## src/rtl/sample_serializer.sv

```systemverilog
// Serial DAC transmitter: buffers one signed sample and shifts it MSB-first over cs_n/sclk/mosi.
// Define SERIALIZER_OFFSET_BINARY_EN to send offset-binary codes (sample MSB inverted).
module sample_serializer #(
  parameter int N_FRAC  = 7,
  parameter int CLK_DIV = 2
) (
  input  logic            clk_i,
  input  logic            rst_i,
  input  logic [N_FRAC:0] data_i,
  input  logic            data_valid_strobe_i,
  output logic            cs_n_o,
  output logic            sclk_o,
  output logic            mosi_o,
  output logic            busy_o,
  output logic            overflow_o
);

  localparam int W     = N_FRAC + 1;
  localparam int DIV_W = $clog2(CLK_DIV + 1);
  localparam int CNT_W = $clog2(W + 1);
  localparam logic [DIV_W-1:0] DIV_LAST = DIV_W'(CLK_DIV - 1);
  localparam logic [CNT_W-1:0] CNT_FULL = CNT_W'(W);
  localparam logic [CNT_W-1:0] CNT_ONE  = CNT_W'(1);

  typedef enum logic [1:0] {
    IDLE,
    SHIFT,
    GAP
  } state_t;

  state_t           state_q, state_d;
  logic [W-1:0]     hold_q, hold_d;
  logic             hold_valid_q, hold_valid_d;
  logic [W-1:0]     shreg_q, shreg_d, shifted, load_word;
  logic [CNT_W-1:0] bit_cnt_q, bit_cnt_d;
  logic [DIV_W-1:0] div_q, div_d;
  logic             cs_n_d, sclk_d, mosi_d, busy_d, overflow_d;
  logic             consume;

  always_comb begin
`ifdef SERIALIZER_OFFSET_BINARY_EN
    load_word = {~hold_q[W-1], hold_q[W-2:0]};
`else
    load_word = hold_q;
`endif
  end

  assign shifted = shreg_q << 1;

  always_comb begin
    state_d      = state_q;
    hold_d       = hold_q;
    hold_valid_d = hold_valid_q;
    shreg_d      = shreg_q;
    bit_cnt_d    = bit_cnt_q;
    div_d        = div_q;
    cs_n_d       = cs_n_o;
    sclk_d       = sclk_o;
    mosi_d       = mosi_o;
    consume      = 1'b0;

    case (state_q)
      IDLE: begin
        cs_n_d = 1'b1;
        sclk_d = 1'b0;
        if (hold_valid_q) begin
          consume   = 1'b1;
          shreg_d   = load_word;
          cs_n_d    = 1'b0;
          mosi_d    = load_word[W-1];
          bit_cnt_d = CNT_FULL;
          div_d     = '0;
          state_d   = SHIFT;
        end
      end
      SHIFT: begin
        // The divider paces each sclk phase; a bit ends when the high phase expires.
        if (div_q == DIV_LAST) begin
          div_d = '0;
          if (!sclk_o) begin
            sclk_d = 1'b1;
          end else begin
            sclk_d    = 1'b0;
            bit_cnt_d = bit_cnt_q - CNT_ONE;
            if (bit_cnt_q > CNT_ONE) begin
              shreg_d = shifted;
              mosi_d  = shifted[W-1];
            end else begin
              cs_n_d  = 1'b1;
              mosi_d  = 1'b0;
              state_d = GAP;
            end
          end
        end else begin
          div_d = div_q + 1'b1;
        end
      end
      GAP: begin
        if (div_q == DIV_LAST) begin
          div_d   = '0;
          state_d = IDLE;
        end else begin
          div_d = div_q + 1'b1;
        end
      end
      default: state_d = IDLE;
    endcase

    // A strobe during the transfer cycle refills the hold, so it stays valid.
    if (data_valid_strobe_i) begin
      hold_d       = data_i;
      hold_valid_d = 1'b1;
    end else if (consume) begin
      hold_valid_d = 1'b0;
    end

    overflow_d = data_valid_strobe_i && hold_valid_q && !consume;
    busy_d     = (state_d != IDLE) || hold_valid_d;
  end

  always_ff @(posedge clk_i) begin
    if (!rst_i) begin
      state_q      <= IDLE;
      hold_q       <= '0;
      hold_valid_q <= 1'b0;
      shreg_q      <= '0;
      bit_cnt_q    <= '0;
      div_q        <= '0;
      cs_n_o       <= 1'b1;
      sclk_o       <= 1'b0;
      mosi_o       <= 1'b0;
      busy_o       <= 1'b0;
      overflow_o   <= 1'b0;
    end else begin
      state_q      <= state_d;
      hold_q       <= hold_d;
      hold_valid_q <= hold_valid_d;
      shreg_q      <= shreg_d;
      bit_cnt_q    <= bit_cnt_d;
      div_q        <= div_d;
      cs_n_o       <= cs_n_d;
      sclk_o       <= sclk_d;
      mosi_o       <= mosi_d;
      busy_o       <= busy_d;
      overflow_o   <= overflow_d;
    end
  end

endmodule

```

## config.mk

```make
export PLATFORM = sky130hd
export DESIGN_NAME = sample_serializer
export DESIGN_NICKNAME = d
export VERILOG_FILES = /design/src/rtl/sample_serializer.sv
export SDC_FILE = /design/constraint.sdc
export NUM_CORES = 1
export LEC_CHECK = 0
export BUFFER_PORTS_ARGS = -buffer_cell sky130_fd_sc_hd__buf_2
export CELL_PAD_IN_SITES_DETAIL_PLACEMENT = 0
export CELL_PAD_IN_SITES_GLOBAL_PLACEMENT = 1
export CORE_UTILIZATION = 23
export CTS_CLUSTER_DIAMETER = 50
export DETAILED_ROUTE_END_ITERATION = 10
export PLACE_DENSITY_LB_ADDON = 0.1
export SYNTH_ARGS = -nofsm -noshare
export SYNTH_HDL_FRONTEND = slang
export SYNTH_SLANG_ARGS = --single-unit
```

## constraint.sdc

```tcl
create_clock -name clk_i -period 4.62 [get_ports clk_i]
set_input_delay 0.924 -clock clk_i [delete_from_list [all_inputs] [get_ports clk_i]]
set_output_delay 0.924 -clock clk_i [all_outputs]
set_load 0.02 [all_outputs]
```

# Word-level counts from Yosys, hierarchy flattened

Index checks and enable logic that the tools add are counted.

Add/subtract/negate cells: 2
Order comparisons: 1
Eq/ne operators: 8
Mux-type cells: 35
Reduce and logical (&&, ||, !) cells: 14

Operator list:

| operator                                                              | count |
|---|---|
| 7-bit two-way mux                                                     | 4 |
| 1-bit two-way mux                                                     | 14 |
| 2-bit two-way mux                                                     | 7 |
| 7-bit one-hot mux with 2 select lines                                 | 1 |
| 4-bit two-way mux                                                     | 3 |
| 2-bit inequality test (second input constant)                         | 5 |
| 4-bit one-hot mux with 2 select lines                                 | 1 |
| 4-bit AND reduction                                                   | 2 |
| 1-bit one-hot mux with 2 select lines                                 | 3 |
| 2-bit one-hot mux with 3 select lines                                 | 1 |
| 2-bit nonzero test                                                    | 3 |
| 5-bit AND reduction                                                   | 1 |
| 2-bit by 1-bit == test with 1-bit output (second input constant)      | 2 |
| 4-bit by 1-bit > comparator with 1-bit output (second input constant) | 1 |
| 2-bit one-hot mux with 2 select lines                                 | 1 |
| 2-bit AND reduction                                                   | 2 |
| 4-bit by 1-bit subtractor with 4-bit output (second input constant)   | 1 |
| 2-bit by 1-bit adder with 2-bit output (second input constant)        | 1 |
| 2-bit == test (second input constant)                                 | 1 |
| 1-bit logical AND                                                     | 2 |
| 2-bit zero test                                                       | 1 |
| 2-bit OR reduction                                                    | 1 |
| 1-bit zero test                                                       | 1 |
| 1-bit logical OR                                                      | 1 |

Register bits: 29
Input bits: 11

# Depth between registers and ports, before layout

Gate-level depths: netlist of run 1.

Depth in word-level cells: 7
Gate-level depth with buffers: 8
Mapped depth without buffers: 6

# Least setup slack after synthesis of run 1

No wires, ideal clock.

Kind: in2reg
From: in rst_i
To: reg busy_o
Library setup time: 95 ps
Data arrival time: 1,694 ps
Required time: 4,525 ps
Path slack: 2,830 ps
Stages: 4
Path buffers: 2
Cells stage by stage: clkbuf_1 -> clkbuf_1 -> o2111ai_1 -> o311ai_1

RTL lines:

| what                 | line | RTL |
|---|---|---|
| start, declared      | 8    | `input logic rst_i,` |
| end signal, assigned | 144  | `busy_o <= busy_d;` |
| end, declared        | 14   | `output logic busy_o,` |

# Worst setup path in the final report of run 1

From: reg state_q[0]
To: reg shreg_q[6]

Word-level cells in the longest chain between the ends: 3

Ends and longest elaborated chain:

| what                                                                        | line | RTL |
|---|---|---|
| start, declared                                                             | 31   | `state_t state_q, state_d;` |
| start signal, assigned                                                      | 135  | `state_q <= state_d;` |
| 2-bit by 1-bit == test with 1-bit output or 2-bit zero test (tied branches) | 62   | `case (state_q)` |
| 2-bit inequality test (no line) or 2-bit nonzero test (tied branches)       | n/a  |  |
| 5-bit AND reduction (no line)                                               | n/a  |  |
| end signal, assigned                                                        | 138  | `shreg_q <= shreg_d;` |
| end, declared                                                               | 34   | `logic [W-1:0] shreg_q, shreg_d, shifted, load_word;` |

Parallel ways exist; a longest one is shown, timed or not.
A chain may end at the register's enable or synchronous reset.

==> results of run 1 <==
[path summary, 6_finish.rpt]
| kind | startpoint | endpoint | slack (ns) |
|---|---|---|---|
| worst max-delay path | state_q[0] | shreg_q[6] | 2.68 |
| worst min register to register | div_q[1] | div_q[1] | 0.46 |
| worst max register to register | state_q[0] | shreg_q[6] | 2.68 |
| worst min-delay path | div_q[1] | div_q[1] | 0.46 |
[area by class of cell]
class,count,share of cell area (%)
Multi-Input combinational cell,99,45.4
Timing Repair Buffer,15,4.81
Clock inverter,1,0.321
Clock buffer,5,4.41
Tap cell,72,5.77
Inverter,9,2.16
Sequential cell,29,37.2
[sequential cells by signal, indices dropped and copies added, names as in the netlist]
name and flops:
shreg_q 7, hold_q 8, bit_cnt_q 4, busy_o 1, cs_n_o 1, state_q 2, div_q 2, overflow_o 1
sclk_o 1, hold_valid_q 1, mosi_o 1
[where the power goes]
part / internal (mW) / switching, mW
Clock: 0.0988 / 0.0945
Combinational: 0.0323 / 0.0441
Sequential: 0.268 / 0.0124
[metal layers]
layer  routed length [um]  global-route usage (%)
met5                    0                       0
met2                 1170                    14.9
met1                 1730                    16.3
met3                  100                    3.79
met4                   53                    4.44
[worst max-delay path, delay by kind of cell (launching register included)]
| family | cells | cell delay [ns] |
|---|---|---|
| adders and majority gates | 1 | 0.51 |
| and+or+nand+nor | 2 | 0.49 |
| AOI/OAI and AO/OA | 2 | 0.42 |
| DFF | 1 | 0.40 |
[through the flow]
stage	area (um2)	hold slack (ns)	utilization, %
finish	1560	0.464	27.8
global route	1560	0.477	27.8
CTS	1560	0.465	27.8
detailed placement	1490	0.456	26.5
global placement	1490	0.450	26.5
floorplan	1360	0.436	-
[cell families (layout without fill, tap and decap cells)]
group | after synthesis | in the layout | share of synthesized area [%]
AOI/OAI and AO/OA | 35 | 35 | 20.0
muxes | 10 | 10 | 7.38
xor gates and xnor gates | 1 | 1 | 0.646
buffers and inverters | 17 | 30 | 4.98
adders and majority gates | 6 | 6 | 5.53
and+or+nand+nor | 47 | 47 | 18.6
DFF | 29 | 29 | 42.8
[placed cells by master (no fill, tap or decap), drive strengths merged, types with 2 or more instances in the layout]
| cell | instances |
|---|---|
| dfxtp | 29 |
| buf | 15 |
| nor2 | 12 |
| mux2i | 10 |
| inv | 9 |
| nand2 | 9 |
| a21oi | 7 |
| nand3 | 7 |
| o21a | 6 |
| o221a | 6 |
| ha | 6 |
| clkbuf | 5 |
| o21ai | 5 |
| nand2b | 3 |
| nor2b | 3 |
| nor3 | 3 |
| or2 | 2 |
| nand3b | 2 |
==> results_dict.tcl, run 1 <==
set metrics [dict create \
    status "finished clean" \
    drive_gt1_share_pct 15.8 \
    rows 27 \
    synth_top_area_share_pct 42.8 \
    die_area_um2 6210 \
    avgViaCountPerCell 4.50 \
    hold_depth 1 \
    cts_setup_buffers 0 \
    p_leak_nw 0.676 \
    fin_crit_sh_pct 41.9 \
    cts_made_buffers 5 \
    seq_area_um2 581 \
    nNetsFinal 176 \
    dieWidth_um 78.8 \
    routedWlPerCell_um 13.3 \
    synth_cells 145 \
    clock_latency_ns 0.28 \
    drt-pass1-iter-count 4 \
    async_flop_share_pct 0 \
    p_per_area_nw_per_um2 352 \
    detailroute.via_count 1035 \
    port_buffers 15 \
    slew_viol_final 0 \
    crit_path_end_kind "flop" \
    totalNegativeSetupSlack_ns 0 \
    power_uw 550 \
    grt_use_total_pct 11.2 \
    drc_errors 0 \
    clockRootBuffer "clkbuf_8" \
    grt_pass1_vias 1011 \
    synthDistinctLibCells 40 \
    hold_viol 0 \
    netlist_area_um2 1360 \
    grt_pass1_wl_mm 5.26 \
    placedCellCount 224 \
    setup_viol 0 \
    htreeDepth 2 \
    clkSlewWorstSetupHoldPaths_ns 0.06 \
    rsz0062_at_grt "no" \
    die_y_um 78.8 \
    path_cells "ha_1, nor2b_1, nand2_1, o21ai_2, o221a_1" \
    slew_headroom_pct 66.2 \
    drt-total-wl_mm 3.05 \
    grt_remaining_overflow 0 \
    finalWorstSetupSlack_ns 2.68 \
    yosys_warnings 0 \
    coreArea_um2 5610 \
    cts_tree "yes" \
    gp_congestion 0.698 \
    n_antenna_cell 0 \
    synth_edf_count 0 \
    timing.critical_path.slowest_stage_cell "ha_1" \
    ys_ff_latch 29 \
    post_synth.cell_area_avg_um2 9.35 \
    fin_skew_ns 0.00853 \
    arrival_ns 2.10 \
    clockBufferDepth 2 \
    cts.sinks 29 \
    synthFlopType "dfxtp_1" \
    timing_worst_setup_path_type "flop to flop" \
    synth_nets 162 \
    postRouteAntennaNets 0 \
    peakVddDrop_uv 136 \
    cts-resized-gates 0 \
    cap_violations 0 \
    synth_seq_area_share_pct 42.8 \
    synth_top_cell_by_area "dfxtp_1" \
    multiInputGateArea_um2 708 \
    start_kind "flop" \
    path_max_fanout 15 \
    holdBufCountCts 0 \
    hpwl_mm 2.20 \
    worst_path_largest_cell_delay_ns 0.51 \
    synth.most_common_cell "dfxtp_1" \
    boundaryPins 16 \
    grt_max_degree 20 \
    n_fill_cell 639 \
    worst_pin_slew_ns 0.507 \
    worstPathRequired_ns 4.78 \
    min_path_type "flop to flop" \
    max_freq_mhz 516 \
    period_needed_ns 1.94 \
    area_growth_pct 15.1 \
    start_util_pct 24.2 \
    stdcell_count 230 \
    synth_common_cells "dfxtp_1, nor2_1, mux2i_1, inv_1, nand2_1" \
    rr_worst_depth 5 \
    synth.area.top_cells "dfxtp_1, mux2i_1, ha_1, o221a_1, nor2_1" \
    place_ws_ns 2.68 \
    initialDrtViolationCount 37 \
    antenna_found_initial 0 \
]
(Power assumes the default switching activity.)
==> run 2: changes to the inputs <==
==> constraint.sdc (replaced) <==
create_clock -name clk_i -period 2 [get_ports clk_i]
set_input_delay 0.4 -clock clk_i [delete_from_list [all_inputs] [get_ports clk_i]]
set_output_delay 0.4 -clock clk_i [all_outputs]
set_load 0.02 [all_outputs]
==> run 2 against run 1 <==
  * Combinational power increased by 140%
  * Cell count increased by 2.6%
  * Sequential cell count is the same
  * Via count increased by 3.3%
  * Register-to-register slack got worse by 2.5 ns
==> results_dict.tcl, run 2 (synthesis gave the netlist of run 1 again) <==
set metrics [dict create \
    start_util_pct 24.2 \
    grt_pass1_vias 1003 \
    port_buffers 15 \
    rr_worst_depth 6 \
    avgViaCountPerCell 4.53 \
    hold_depth 3 \
    p_per_area_nw_per_um2 841 \
    hpwl_mm 2.26 \
    rsz0062_at_grt "no" \
    path_max_fanout 6 \
    slew_headroom_pct 71.4 \
    period_needed_ns 1.86 \
    min_path_type "primary input to flop" \
    drc_errors 0 \
    routedWlPerCell_um 13.1 \
    clockRootBuffer "clkbuf_8" \
    totalNegativeSetupSlack_ns 0 \
    clock_latency_ns 0.28 \
    grt_use_total_pct 10.8 \
    cts_made_buffers 5 \
    setup_viol 0 \
    layout_commonest_cell "dfxtp_1" \
    cts_tree "yes" \
    peakVddDrop_uv 325 \
    cp-startpoint "bit_cnt_q[0]" \
    power_mw 1.36 \
    r2r-start "bit_cnt_q[0]" \
    max_freq_mhz 537 \
    gp_congestion 0.690 \
    grt_remaining_overflow 0 \
    mostFrequentLayoutCells "dfxtp_1, buf_2, nor2_1" \
    rrSetupSlack_ns 0.14 \
    top_register "hold_q" \
    timing_worst_setup_path_type "flop to flop" \
    top_regs "hold_q (8), shreg_q (7), bit_cnt_q (4)" \
    status "finished clean" \
    antenna_found_initial 0 \
    dieWidth_um 78.8 \
    worstPathRequired_ns 2.17 \
    p_leak_nw 0.710 \
    r2r_end "shreg_q[3]" \
    slew_viol_final 0 \
    grt_pass1_wl_mm 5.00 \
    largest_reg_flops 8 \
    drive_gt1_share_pct 18.9 \
    cts.sinks 29 \
    initialDrtViolationCount 24 \
    coreArea_um2 5610 \
    placed_area_um2 1520 \
    design_area_um2 1620 \
    crit_end "shreg_q[3]" \
    rows 27 \
    clockBufferDepth 2 \
    cap_violations 0 \
    htreeDepth 2 \
    nNetsFinal 180 \
    holdBufCountCts 0 \
    n_antenna_cell 0 \
    drt-total-wl_mm 3.09 \
    grt_max_degree 13 \
    whs_ns 0.352 \
    fin_skew_ns 0.00585 \
    arrival_ns 2.03 \
    drt-pass1-iter-count 4 \
    boundaryPins 16 \
    hold_viol 0 \
    postRouteAntennaNets 0 \
    detailroute.via_count 1069 \
    area_growth_pct 19.4 \
    fin_crit_sh_pct 93.1 \
    die_y_um 78.8 \
    start_kind "flop" \
    n_fill_cell 629 \
    clkSlewWorstSetupHoldPaths_ns 0.06 \
    crit_path_end_kind "flop" \
    worst_pin_slew_ns 0.429 \
    die_area_um2 6210 \
]
-- run 2: cell count changes in the layout (fill, tap and decap cells not counted) --
cell	change
buf_4	+4
clkbuf_8	+2
or2_0	-1
or2_1	+1
-- run 2: worst min-delay path by stage --
| stage | slack (ns) | from | to |
|---|---|---|---|
| floorplan | 0.44 | div_q[1] | div_q[1] |
| global placement | 0.45 | div_q[1] | div_q[1] |
| detailed placement | 0.45 | div_q[1] | div_q[1] |
| CTS | 0.35 | data_i[7] | hold_q[7] |
| global route | 0.36 | data_i[1] | hold_q[1] |
| finish | 0.35 | data_i[7] | hold_q[7] |
-- run 2: stage by stage --
stage / setup WS, ns / utilization, % / std cells
after global routing: 0.00782 / 28.9 / 236
after CTS: 0.0776 / 28.9 / 236
after detailed placement: 0.0969 / 27.1 / 228
after floorplan: 0.267 / - / 145
final: 0.138 / 28.9 / 236
after global placement: 0.112 / 27.1 / 228
-- run 2: routing by layer --
layer,part of all wire (%),up-vias,track usage [%]
li1,-,547,-
met1,55,493,15.6
met2,39,24,14.4
met3,4.2,5,3.45
met4,1.7,0,4.44
met5,0,-,0
-- run 2: layout make-up --
| type | instances | area, um2 | share of cell area, % |
|---|---|---|---|
| inverters | 9 | 33.8 | 2.09 |
| clock inverters | 1 | 5.00 | 0.309 |
| well taps | 72 | 90.1 | 5.56 |
| repair buffers | 19 | 105 | 6.49 |
| clock buffers | 7 | 96.3 | 5.95 |
| multi-input cells | 99 | 708 | 43.7 |
| flip-flops and latches | 29 | 581 | 35.9 |
-- run 2: worst max-delay path: stages (launching register included) --
cell	delay (ns)
dfxtp_1	0.42
inv_1	0.07
ha_1	0.23
or2_1	0.23
a21o_1	0.22
or2_1	0.31
o221a_1	0.26
-- run 2: what timing repair did --
item | CTS | global route
gates resized for setup | 0 | 1
setup buffers | 0 | 0
endpoints found under the setup margin | 0 | 6
-- run 2: report_power, final --
group	internal, mW	switching (mW)	total, mW
Clock	0.310	0.220	0.531
Combinational	0.0818	0.103	0.185
Sequential	0.619	0.0271	0.646
==> run 3: changes to the inputs <==
--- a/config.mk
+++ b/config.mk
@@ -5,12 +5,12 @@
 export SDC_FILE = /design/constraint.sdc
 export NUM_CORES = 1
 export LEC_CHECK = 0
-export BUFFER_PORTS_ARGS = -buffer_cell sky130_fd_sc_hd__buf_2
 export CELL_PAD_IN_SITES_DETAIL_PLACEMENT = 0
 export CELL_PAD_IN_SITES_GLOBAL_PLACEMENT = 1
 export CORE_UTILIZATION = 23
 export CTS_CLUSTER_DIAMETER = 50
 export DETAILED_ROUTE_END_ITERATION = 10
+export DONT_BUFFER_PORTS = 1
 export PLACE_DENSITY_LB_ADDON = 0.1
 export SYNTH_ARGS = -nofsm -noshare
 export SYNTH_HDL_FRONTEND = slang
==> constraint.sdc (replaced) <==
create_clock -name clk_i -period 1.9 [get_ports clk_i]
set_input_delay 0.38 -clock clk_i [delete_from_list [all_inputs] [get_ports clk_i]]
set_output_delay 0.38 -clock clk_i [all_outputs]
set_load 0.02 [all_outputs]
==> run 3 against run 2 <==
  * Setup slack worse by 0.031 ns
  * Hold slack worse by 0.18 ns
  * Die area did not move
  * Clock skew decreased by 0.0036 ns
  * Via count fell by 3.6%
  * Clock power down 6.0%
  * Global-route usage increased by 0.69 points
  * Largest cell class unchanged
==> results_dict.tcl, run 3 (synthesis gave the netlist of run 1 again) <==
set metrics [dict create \
    arrival_ns 1.95 \
    cts.sinks 29 \
    whs_ns 0.172 \
    drc_errors 0 \
    path_max_fanout 6 \
    clockBufferDepth 2 \
    grt_max_degree 20 \
    crit_family "simple AND/OR/NAND/NOR gates" \
    clockRootBuffer "clkbuf_8" \
    peakVddDrop_uv 285 \
    slew_headroom_pct 68.4 \
    dieWidth_um 78.8 \
    placedCellCount 216 \
    die_area_um2 6210 \
    coreArea_um2 5610 \
    largest_reg_flops 8 \
    min_path_type "primary input to flop" \
    rows 27 \
    grt_use_total_pct 11.5 \
    hold_viol 0 \
    max_freq_mhz 558 \
    design_area_um2 1550 \
    grt_pass1_vias 1103 \
    mostFrequentLayoutCells "dfxtp_1, nor2_1, mux2i_1" \
    grt_remaining_overflow 0 \
    start_kind "flop" \
    p_per_area_nw_per_um2 879 \
    die_y_um 78.8 \
    setup_viol 0 \
    path_cells "inv_1, ha_1, or2_1, a21o_1, or2_1, o221a_1" \
    clkSlewWorstSetupHoldPaths_ns 0.06 \
    worst_pin_slew_ns 0.461 \
    stdcell_count 223 \
    start_util_pct 24.2 \
    path_buf_inv 1 \
    grt_pass1_wl_mm 5.47 \
    timing.critical_path.slowest_stage_cell "dfxtp_2" \
    postRouteAntennaNets 0 \
    worst_path_most_repeated_cell "or2_1" \
    status "finished clean" \
    crit_path_end_kind "flop" \
    place_ws_ns 0.0166 \
    worstPathRequired_ns 2.06 \
    fin_crit_sh_pct 94.4 \
    clock_latency_ns 0.27 \
    period_needed_ns 1.79 \
    cap_violations 0 \
    top_register "hold_q" \
    cts_made_buffers 5 \
    drt-total-wl_mm 3.18 \
    boundaryPins 16 \
    hpwl_mm 2.34 \
    worst_path_largest_cell_delay_ns 0.38 \
    fin_skew_ns 0.00229 \
    port_buffers 0 \
    routedWlPerCell_um 14.2 \
    initialDrtViolationCount 44 \
    avgViaCountPerCell 4.62 \
    detailroute.via_count 1031 \
    gp_congestion 0.689 \
    placed_area_um2 1470 \
    slew_viol_final 0 \
    p_leak_nw 0.652 \
    nNetsFinal 168 \
    layout_commonest_cell "dfxtp_1" \
    antenna_found_initial 0 \
    area_growth_pct 14.5 \
    timing_worst_setup_path_type "flop to flop" \
    top_regs "hold_q (8), shreg_q (7), bit_cnt_q (4)" \
    htreeDepth 2 \
    n_antenna_cell 0 \
    finalWorstSetupSlack_ns 0.106 \
    cts_tree "yes" \
    drt-pass1-iter-count 4 \
    drive_gt1_share_pct 11.9 \
]
==> run 3: cell count changes in the layout (fill, tap and decap cells not counted), sizes merged <==
cell / change
buf: -12
clkinv: -1
==> run 3: power by group <==
part	total (mW)	internal (mW)	switching [mW]
clock network	0.499	0.287	0.212
logic	0.175	0.0835	0.0914
registers	0.691	0.652	0.0395
total	1.37	1.02	0.343
==> run 3: worst paths after layout <==
kind	from	end	slack [ns]	cells past startpoint
setup / recovery	bit_cnt_q[0]	shreg_q[5]	0.11	6
hold / removal	rst_i	cs_n_o	0.17	1
setup reg to reg	bit_cnt_q[0]	shreg_q[5]	0.11	6
hold reg to reg	div_q[1]	div_q[1]	0.46	1
==> run 3: layer usage <==
| layer | part of all wire, % | vias up | global-route usage, % |
|---|---|---|---|
| met3 | 4.2 | 4 | 3.33 |
| met4 | 1.3 | 0 | 4.44 |
| li1 | - | 523 | - |
| met1 | 51 | 484 | 15.4 |
| met5 | 0 | - | 0 |
| met2 | 44 | 20 | 17.2 |
==> run 3: through the flow <==
step / utilization (%) / power [mW] / setup TNS, ns
2_1_floorplan: - / 0.830 / 0
3_3_place_gp: 26.1 / 0.877 / 0
3_5_place_dp: 26.1 / 0.880 / 0
4_1_cts: 27.7 / 1.39 / 0
5_1_grt: 27.7 / 1.45 / -0.0000888
6_report: 27.7 / 1.37 / 0
==> run 3: final cells by class <==
| type | instances | area (um2) |
|---|---|---|
| fillers | 614 | 4060 |
| multi-input cells | 99 | 708 |
| flip-flops and latches | 29 | 582 |
| well taps | 72 | 90.1 |
| clock buffers | 7 | 86.3 |
| repair buffers | 7 | 52.6 |
| inverters | 9 | 33.8 |
==> run 3: what timing repair did <==
| item | CTS | global route |
|---|---|---|
| endpoints found under the hold margin | 0 | 0 |
| buffers inserted | 0 | 0 |
| hold buffers | 0 | 0 |
| resized for setup | 0 | 2 |
| setup endpoints to repair | 0 | 6 |
==> run 3: worst reg2reg max path, delay by kind of cell, from the launching register on <==
kind	cells	cell delay, ns
AOI/OAI and AO/OA	2	0.49
DFF	1	0.38
adders and majority gates	1	0.22
and+or+nand+nor	2	0.55
buffers and inverters	1	0.06
